$ cat src/rtl/mem_region_router.sv
`default_nettype none
// =============================================================================
// Module   : mem_region_router
// Brief    : Routes the processor memory port to one of NREG back-ends by
//            address region. It returns a registered acknowledge and read data,
//            times out stalled transactions, and releases the back-end reset a
//            fixed number of cycles after the memory reset request drops.
// Revision : 1.0  initial release
// =============================================================================
module mem_region_router #(
    parameter int                 NREG    = 2,
    parameter int                 AW      = 21,
    parameter int                 DW      = 16,
    parameter logic [NREG*AW-1:0] BASE    = {21'h010000, 21'h000000},
    parameter int                 TMO     = 255,
    parameter int                 RST_DLY = 3
) (
    input  logic                clk_p,
    input  logic                rst_n,
    input  logic                m_reset,
    input  logic                m_stb,
    input  logic                m_we,
    input  logic [DW/8-1:0]     m_sel,
    input  logic [AW:1]         m_adr,
    input  logic [DW-1:0]       m_out,
    output logic [DW-1:0]       m_dat,
    output logic                m_ack,
    output logic                m_err,
    output logic                m_ready,
    output logic [NREG-1:0]     r_stb,
    output logic                r_we,
    output logic [DW/8-1:0]     r_sel,
    output logic [DW/8-1:0]     r_dqm,
    output logic [AW:1]         r_adr,
    output logic [DW-1:0]       r_wdat,
    input  logic [NREG*DW-1:0]  r_rdat,
    input  logic [NREG-1:0]     r_ack,
    input  logic [NREG-1:0]     r_ready,
    output logic [NREG-1:0]     r_rst_n
);

    localparam int BW  = DW / 8;
    localparam int IW  = (NREG > 1) ? $clog2(NREG) : 1;
    localparam int CW  = $clog2(TMO + 1);
    localparam int DLW = (RST_DLY > 0) ? $clog2(RST_DLY + 1) : 1;

    localparam logic [CW-1:0]  TMO_LAST = CW'(TMO - 1);
    localparam logic [CW-1:0]  CNT_MAX  = '1;
    localparam logic [DLW-1:0] DLY_LAST = DLW'(RST_DLY);

    typedef enum logic [1:0] {
        IDLE   = 2'd0,
        ACTIVE = 2'd1,
        DONE   = 2'd2
    } state_t;

    // Synchroniser resets to "reset requested" so back-ends stay held until
    // the block has seen a clean, synchronised deassertion.
    logic [1:0]      sync_q,  sync_d;
    logic [DLW-1:0]  dly_q,   dly_d;
    logic            rrst_q,  rrst_d;
    logic            ready_q, ready_d;
    state_t          state_q, state_d;
    logic [IW-1:0]   idx_q,   idx_d;
    logic [CW-1:0]   cnt_q,   cnt_d;
    logic [NREG-1:0] stb_q,   stb_d;
    logic            we_q,    we_d;
    logic [BW-1:0]   sel_q,   sel_d;
    logic [BW-1:0]   dqm_q,   dqm_d;
    logic [AW:1]     adr_q,   adr_d;
    logic [DW-1:0]   wdat_q,  wdat_d;
    logic [DW-1:0]   dat_q,   dat_d;
    logic            ack_q,   ack_d;
    logic            err_q,   err_d;

    logic            rs;
    logic [IW-1:0]   region_idx;

    assign rs = sync_q[1];

    // Region decode: the highest region whose base is not above the address.
    always_comb begin
        region_idx = '0;
        for (int i = 0; i < NREG; i++) begin
            if (m_adr >= BASE[i*AW +: AW]) begin
                region_idx = IW'(i);
            end
        end
    end

    // Next-state logic for reset sequencing and the transaction FSM.
    always_comb begin
        sync_d  = {sync_q[0], m_reset};
        dly_d   = dly_q;
        rrst_d  = rrst_q;
        ready_d = (&r_ready) & rrst_q;
        state_d = state_q;
        idx_d   = idx_q;
        cnt_d   = cnt_q;
        stb_d   = stb_q;
        we_d    = we_q;
        sel_d   = sel_q;
        dqm_d   = dqm_q;
        adr_d   = adr_q;
        wdat_d  = wdat_q;
        dat_d   = dat_q;
        ack_d   = ack_q;
        err_d   = err_q;

        if (rs) begin
            // Memory reset overrides everything, including an open transaction.
            dly_d   = '0;
            rrst_d  = 1'b0;
            state_d = IDLE;
            stb_d   = '0;
            ack_d   = 1'b0;
            err_d   = 1'b0;
        end else begin
            if (dly_q != DLY_LAST) begin
                dly_d = dly_q + 1'b1;
            end
            rrst_d = (dly_q == DLY_LAST);

            case (state_q)
                IDLE: begin
                    if (m_stb) begin
                        state_d = ACTIVE;
                        idx_d   = region_idx;
                        we_d    = m_we;
                        sel_d   = m_sel;
                        dqm_d   = m_we ? ~m_sel : '0;
                        adr_d   = m_adr;
                        wdat_d  = m_out;
                        stb_d   = NREG'(1) << region_idx;
                        cnt_d   = '0;
                    end
                end
                ACTIVE: begin
                    // Master abort beats a same-cycle ack; only the selected
                    // region's ack is honoured.
                    if (!m_stb) begin
                        state_d = IDLE;
                        stb_d   = '0;
                    end else if (r_ack[idx_q]) begin
                        state_d = DONE;
                        stb_d   = '0;
                        ack_d   = 1'b1;
                        err_d   = 1'b0;
                        dat_d   = we_q ? '0 : r_rdat[int'(idx_q)*DW +: DW];
                    end else if (cnt_q == TMO_LAST) begin
                        state_d = DONE;
                        stb_d   = '0;
                        ack_d   = 1'b1;
                        err_d   = 1'b1;
                        dat_d   = '0;
                    end else if (cnt_q != CNT_MAX) begin
                        cnt_d = cnt_q + 1'b1;
                    end
                end
                DONE: begin
                    if (!m_stb) begin
                        state_d = IDLE;
                        ack_d   = 1'b0;
                        err_d   = 1'b0;
                    end
                end
                default: begin
                    state_d = IDLE;
                    stb_d   = '0;
                    ack_d   = 1'b0;
                    err_d   = 1'b0;
                end
            endcase
        end
    end

    // State and output registers.
    always_ff @(posedge clk_p or negedge rst_n) begin
        if (!rst_n) begin
            sync_q  <= 2'b11;
            dly_q   <= '0;
            rrst_q  <= 1'b0;
            ready_q <= 1'b0;
            state_q <= IDLE;
            idx_q   <= '0;
            cnt_q   <= '0;
            stb_q   <= '0;
            we_q    <= 1'b0;
            sel_q   <= '0;
            dqm_q   <= '0;
            adr_q   <= '0;
            wdat_q  <= '0;
            dat_q   <= '0;
            ack_q   <= 1'b0;
            err_q   <= 1'b0;
        end else begin
            sync_q  <= sync_d;
            dly_q   <= dly_d;
            rrst_q  <= rrst_d;
            ready_q <= ready_d;
            state_q <= state_d;
            idx_q   <= idx_d;
            cnt_q   <= cnt_d;
            stb_q   <= stb_d;
            we_q    <= we_d;
            sel_q   <= sel_d;
            dqm_q   <= dqm_d;
            adr_q   <= adr_d;
            wdat_q  <= wdat_d;
            dat_q   <= dat_d;
            ack_q   <= ack_d;
            err_q   <= err_d;
        end
    end

    assign m_dat   = dat_q;
    assign m_ack   = ack_q;
    assign m_err   = err_q;
    assign m_ready = ready_q;
    assign r_stb   = stb_q;
    assign r_we    = we_q;
    assign r_sel   = sel_q;
    assign r_dqm   = dqm_q;
    assign r_adr   = adr_q;
    assign r_wdat  = wdat_q;
    assign r_rst_n = {NREG{rrst_q}};

endmodule
`default_nettype wire

$ cat config.mk
export PLATFORM = sky130hd
export DESIGN_NAME = mem_region_router
export DESIGN_NICKNAME = d
export VERILOG_FILES = /design/src/rtl/mem_region_router.sv
export SDC_FILE = /design/constraint.sdc
export NUM_CORES = 1
export LEC_CHECK = 0
export CAP_MARGIN = 30
export CORE_MARGIN = 2
export CORE_UTILIZATION = 43
export DETAILED_ROUTE_END_ITERATION = 10
export PLACE_DENSITY = 0.82
export SLEW_MARGIN = 20
export SYNTH_ARGS = -nofsm -noshare
export SYNTH_HDL_FRONTEND = slang
export SYNTH_SLANG_ARGS = --single-unit
$ cat constraint.sdc
create_clock -name clk_p -period 2.2 [get_ports clk_p]
set_input_delay 0.33 -clock clk_p [delete_from_list [all_inputs] [get_ports clk_p]]
set_output_delay 0.33 -clock clk_p [all_outputs]
set_load 0.03 [all_outputs]
# --- Yosys cells after proc, flatten, opt, wreduce, memory -nomap -nowiden ---
# Index checks and enable logic that the tools add are counted.
classes:
  n_addsub: 2
  n_lt_le_gt_ge: 2
  eq_ne: 18
  n_shift: 2
  n_mux: 39
  n_bitwise: 3
  n_reduce_logical: 11
ops:
  columns: ["op", "n"]
  rows:
  - ["$mux 16", 3]
  - ["$mux 8", 5]
  - ["$shiftx 32x6->16", 1]
  - ["$mux 2", 14]
  - ["$ge 21x17->1 const B", 1]
  - ["$ne 2x2->1 const B", 8]
  - ["$pmux 8 s2", 1]
  - ["$mux 1", 12]
  - ["$pmux 2 s3", 2]
  - ["$ne 3x3->1 const B", 3]
  - ["$reduce_and 3->1", 3]
  - ["$add 8x1->8 const B", 1]
  - ["$eq 8x8->1 const B", 1]
  - ["$ne 8x8->1 const B", 1]
  - ["$reduce_and 4->1", 2]
  - ["$reduce_and 7->1", 1]
  - ["$pmux 1 s3", 2]
  - ["$reduce_bool 2->1", 3]
  - ["$ne 5x5->1 const B", 1]
  - ["$eq 2x2->1 const B", 2]
  - ["$ne 4x4->1 const B", 1]
  - ["$add 2x1->2 const B", 1]
  - ["$eq 2x1->1 const B", 1]
  - ["$logic_not 2->1", 1]
  - ["6 further kinds", 6]
word_totals:
  ff_bits: 79
  inputBits: 80
  out_inout_bits: 65
  elab_cells: 93

# --- Depth between registers and ports, before layout ---
logic_depth:
  word_depth: 6
  mapped_depth: 8
  mapped_depth_nobuf: 6

# --- Worst setup path after synthesis ---
# No wires, ideal clock.
synth_path:
  path_type: "flip-flop to flip-flop"
  start: "reg cnt_q[0]"
  end: "reg cnt_q[1]"
  setup_ns: 0.128
  arrival_time_ns: 1.624
  required_ns: 2.072
  slack_ns: 0.449
  stages_incl_launch_ff: 6
  path_buffers: 0
  period_less_slack_ns: 1.751
  cell_sequence: "dfrtp_1 -> ha_1 -> o211a_1 -> a21o_4 -> a21oi_2 -> mux2_1"
synth_via:
  elab_chain_cells: 6
  word_cells_on_any_way: 11
  classes_between: "add/sub: 1; eq/ne: 4; mux: 5; reduce/logical: 1"
synth_lines:
  columns: ["element", "line_no", "source"]
  rows:
  - ["start, declared", "65", "logic [CW-1:0] cnt_q, cnt_d;"]
  - ["start signal, assigned", "203", "cnt_q <= cnt_d;"]
  - ["$add 8x1->8", "157", "cnt_d = cnt_q + 1'b1;"]
  - ["$mux 8", "156", "end else if (cnt_q != CNT_MAX) begin"]
  - ["$mux 8", "150", "end else if (cnt_q == TMO_LAST) begin"]
  - ["$mux 8", "144", "end else if (r_ack[idx_q]) begin"]
  - ["$mux 8", "141", "if (!m_stb) begin"]
  - ["$pmux 8 s2", "124", "case (state_q)"]
# Parallel ways exist; a longest one is shown, timed or not. The select of a mux whose other input is x is not followed.
# A chain may end at the register's enable or synchronous reset.

# --- Worst setup path after layout ---
layout_path:
  start: "reg state_q[0]"
  end: "reg dat_q[8], in the netlist m_dat[8]"
layout_via:
  elab_chain_cells: 2
layout_lines:
  columns: ["element", "line_no", "source"]
  rows:
  - ["start, declared", "63", "state_t state_q, state_d;"]
  - ["start signal, assigned", "201", "state_q <= state_d;"]
  - ["$eq 2x1->1", "124", null]
  - ["$reduce_and 4->1 (no source line)", null, null]
  - ["end signal, assigned", "210", "dat_q <= dat_d;"]
  - ["end, declared", "72", "logic [DW-1:0] dat_q, dat_d;"]
# Every way passes these cells.

==> results_dict.tcl <==
set metrics [dict create \
    status "completed" \
    cp-end-kind "register" \
    async_flop_share_pct 100.0 \
    timing.rr.end "m_dat[8]" \
    syn_area_sq_um 3472 \
    grt_pass1_vias 3034 \
    synth_top_area_share_pct 55.50 \
    vdd_drop_max_v 0.0004614 \
    area_growth_pct 50.85 \
    synth_area_leaders "dfrtp_1 (55%), nand2_1 (14%), mux2i_1 (5.5%)" \
    cts_made_buffers 9 \
    critPathArrivalTime_ps 2120 \
    grt_max_degree 48 \
    nNetsFinal 571 \
    ys.flop_type "dfrtp_1" \
    groute.usage.overall_pct 20.74 \
    antenna_cells 0 \
    powerDensity_nw_per_um2 861.1 \
    min_from "sync_q[0]" \
    layout_commonest_cell "clkdlybuf4s50_1" \
    synth.distinct_cells 51 \
    final_util_pct 67.43 \
    critPathMaxFanout 18 \
    totalWireLength_um 8747 \
    start_kind "register" \
    setup_viol 0 \
    rows 32 \
    leakage_nw 2.518 \
    ys_ff_latch 79 \
    seqPwrFrac_pct 41.1 \
    io_pins 145 \
    cts_resized 0 \
    core_area_sq_um 7767 \
    netlist_instances 342 \
    dp_slack_ps 11.99 \
    fin_worst_skew_ps 10.17 \
    synthesis.nets 425 \
    yosysSeqAreaShare_pct 57.01 \
    gp_congestion 0.8116 \
    die_w_um 93.86 \
    period_minus_slack_ps 1909 \
    hpwl_um 6455 \
    yosysTopAreaCell "dfrtp_1" \
    initial_core_util_pct 44.70 \
    switching_share_pct 32.53 \
    wl_per_cell_um 14.70 \
    finalHoldViolations 0 \
    antenna_left 0 \
    r2r_cells 5 \
    portBuffers 144 \
    cts-root-buf "clkbuf_8" \
    reg2reg_from "state_q[0]" \
    p_int_mw 3.043 \
    cts_tree "done" \
    worstMarginPinSlew_ps 573.8 \
    synth-edff-count 0 \
    rsz0062_at_grt "false" \
    report.final.slew_viol_count 0 \
    grt_pass1_wl_um 14190 \
    vias_per_cell 5.025 \
    avgSynthCellArea_sq_um 10.15 \
    die_area_sq_um 8810 \
    fmax_ghz 0.5238 \
    worstSkewPairLatency_ps 350 \
    hold_path_end "sync_q[1]" \
    via_count 2990 \
    fin_setup_tns_ps 0 \
    hold_class "register to register" \
    switching_power_mw 1.467 \
    layout-drive-gt1-share_pct 6.694 \
    clockBufferDepth 2 \
    clk_pin_slew_ps 80 \
    hold_depth 0 \
    whs_ps 355.0 \
    firstDrtPassIters 4 \
    clkPwrFrac_pct 26.3 \
    ys.warnings.count 0 \
    worstPathRequired_ps 2410 \
    critical_path_class "register to register" \
    r2r_slack_ps 290 \
    drtIter0Drc 129 \
    dieHeight_um 93.86 \
    cts_num_sinks 79 \
    fin_crit_sh_pct 86.77 \
    setup_ws_ps 291.0 \
    comb_power_share_pct 32.6 \
    route.detailed.drc 0 \
    grt_overflow 0 \
    htree_levels 3 \
    final_cell_mix "clkdlybuf4s50_1 (143), nand2_1 (129), dfrtp_1 (77)" \
    slew_headroom_pct 61.75 \
    max_cap_violations 0 \
    antenna_found_initial 0 \
]
-- registers in the layout (all words and copies together), names as in the netlist --
register and flops:
r_adr 21, m_dat 16, r_wdat 16, cnt_q 8
dly_q 2, r_dqm 2, r_sel 2, r_stb 2
state_q 2, sync_q 2, idx_q 1, m_ack 1
m_err 1, m_ready 1, r_we 1, rrst_q 1
-- final cells by class --
type | count | area, sq um
fill | 620 | 2530
sequential | 79 | 1979
timing repair buffer | 154 | 1554
multi-input combinational | 240 | 1341
clock buffer | 11 | 141.4
tap | 102 | 127.6
clock inverter | 5 | 78.83
inverter | 4 | 15.01
-- layer usage --
layer | wire [um] | global-route usage (%) | up-vias | part of all wire, %
li1 | - | - | 1440 | -
met4 | 146 | 9.179 | 0 | 1.7
met1 | 3633 | 25.45 | 1423 | 42
met2 | 4262 | 34.23 | 116 | 49
met5 | 0 | 0 | - | 0
met3 | 704 | 5.698 | 11 | 8.0
-- how the worst max path moves through the flow --
stage	from	endpoint	cells after the start
floorplan	cnt_q[0]	cnt_q[1]	5
CTS	state_q[0]	m_dat[1]	5
detailed placement	m_stb	r_adr[17]	6
global route	state_q[0]	m_dat[8]	5
global placement	m_stb	r_dqm[0]	6
finish	state_q[0]	m_dat[8]	5
-- power by group through the flow --
stage          Combinational, mW  Clock (mW)  Sequential (mW)
3_5_place_dp                1.48           0             1.87
4_1_cts                     1.49        1.22             1.86
6_report                    1.47        1.18             1.85
2_1_floorplan              0.318           0             2.30
3_3_place_gp                1.45           0             1.87
5_1_grt                     1.56        1.29             1.89
-- stage by stage --
step	cell area (sq um)	std cells	total power [mW]
4_1_cts	5238	595	4.563
5_1_grt	5238	595	4.739
6_report	5238	595	4.510
3_5_place_dp	5007	578	3.359
2_1_floorplan	3472	342	2.623
3_3_place_gp	5007	578	3.324
-- kinds of logic (layout without fill, tap and decap cells) --
| group | count (synthesis) | after routing | share of synthesized area, % |
|---|---|---|---|
| compound gates | 45 | 45 | 10.20 |
| fa+ha+maj | 3 | 3 | 1.081 |
| xor+xnor | 1 | 1 | 0.2523 |
| simple gates | 169 | 169 | 20.54 |
| mux | 22 | 22 | 6.558 |
| flops | 79 | 79 | 57.01 |
| buf+inv | 23 | 174 | 4.360 |
-- critical path, stage by stage (launching register included) --
cell,delay [ps]
dfrtp_1,610
nor2b_1,380
nor3b_1,340
nand2_1,80
buf_4,210
o2bb2ai_1,150
-- synth_stat cells (2+ instances only) --
cell type  instances
nand2_1          129
dfrtp_1           77
mux2i_1           19
o2bb2ai_1         16
nor2_1            11
buf_2              7
buf_6              6
nand2b_1           6
nand3_1            5
inv_1              4
o21ai_0            4
o21ai_1            4
a21oi_1            3
buf_4              3
ha_1               3
nor2b_1            3
a22o_1             2
a31oi_1            2
and3_1             2
clkbuf_1           2
dfstp_2            2
mux2_1             2
o211a_1            2
-- timing repair --
| item | CTS | global route |
|---|---|---|
| buffers inserted | 0 | 0 |
| endpoints found under the hold margin | 32 | 0 |
| hold buffers | 1 | 0 |
Power figures use the tool's default switching activity.
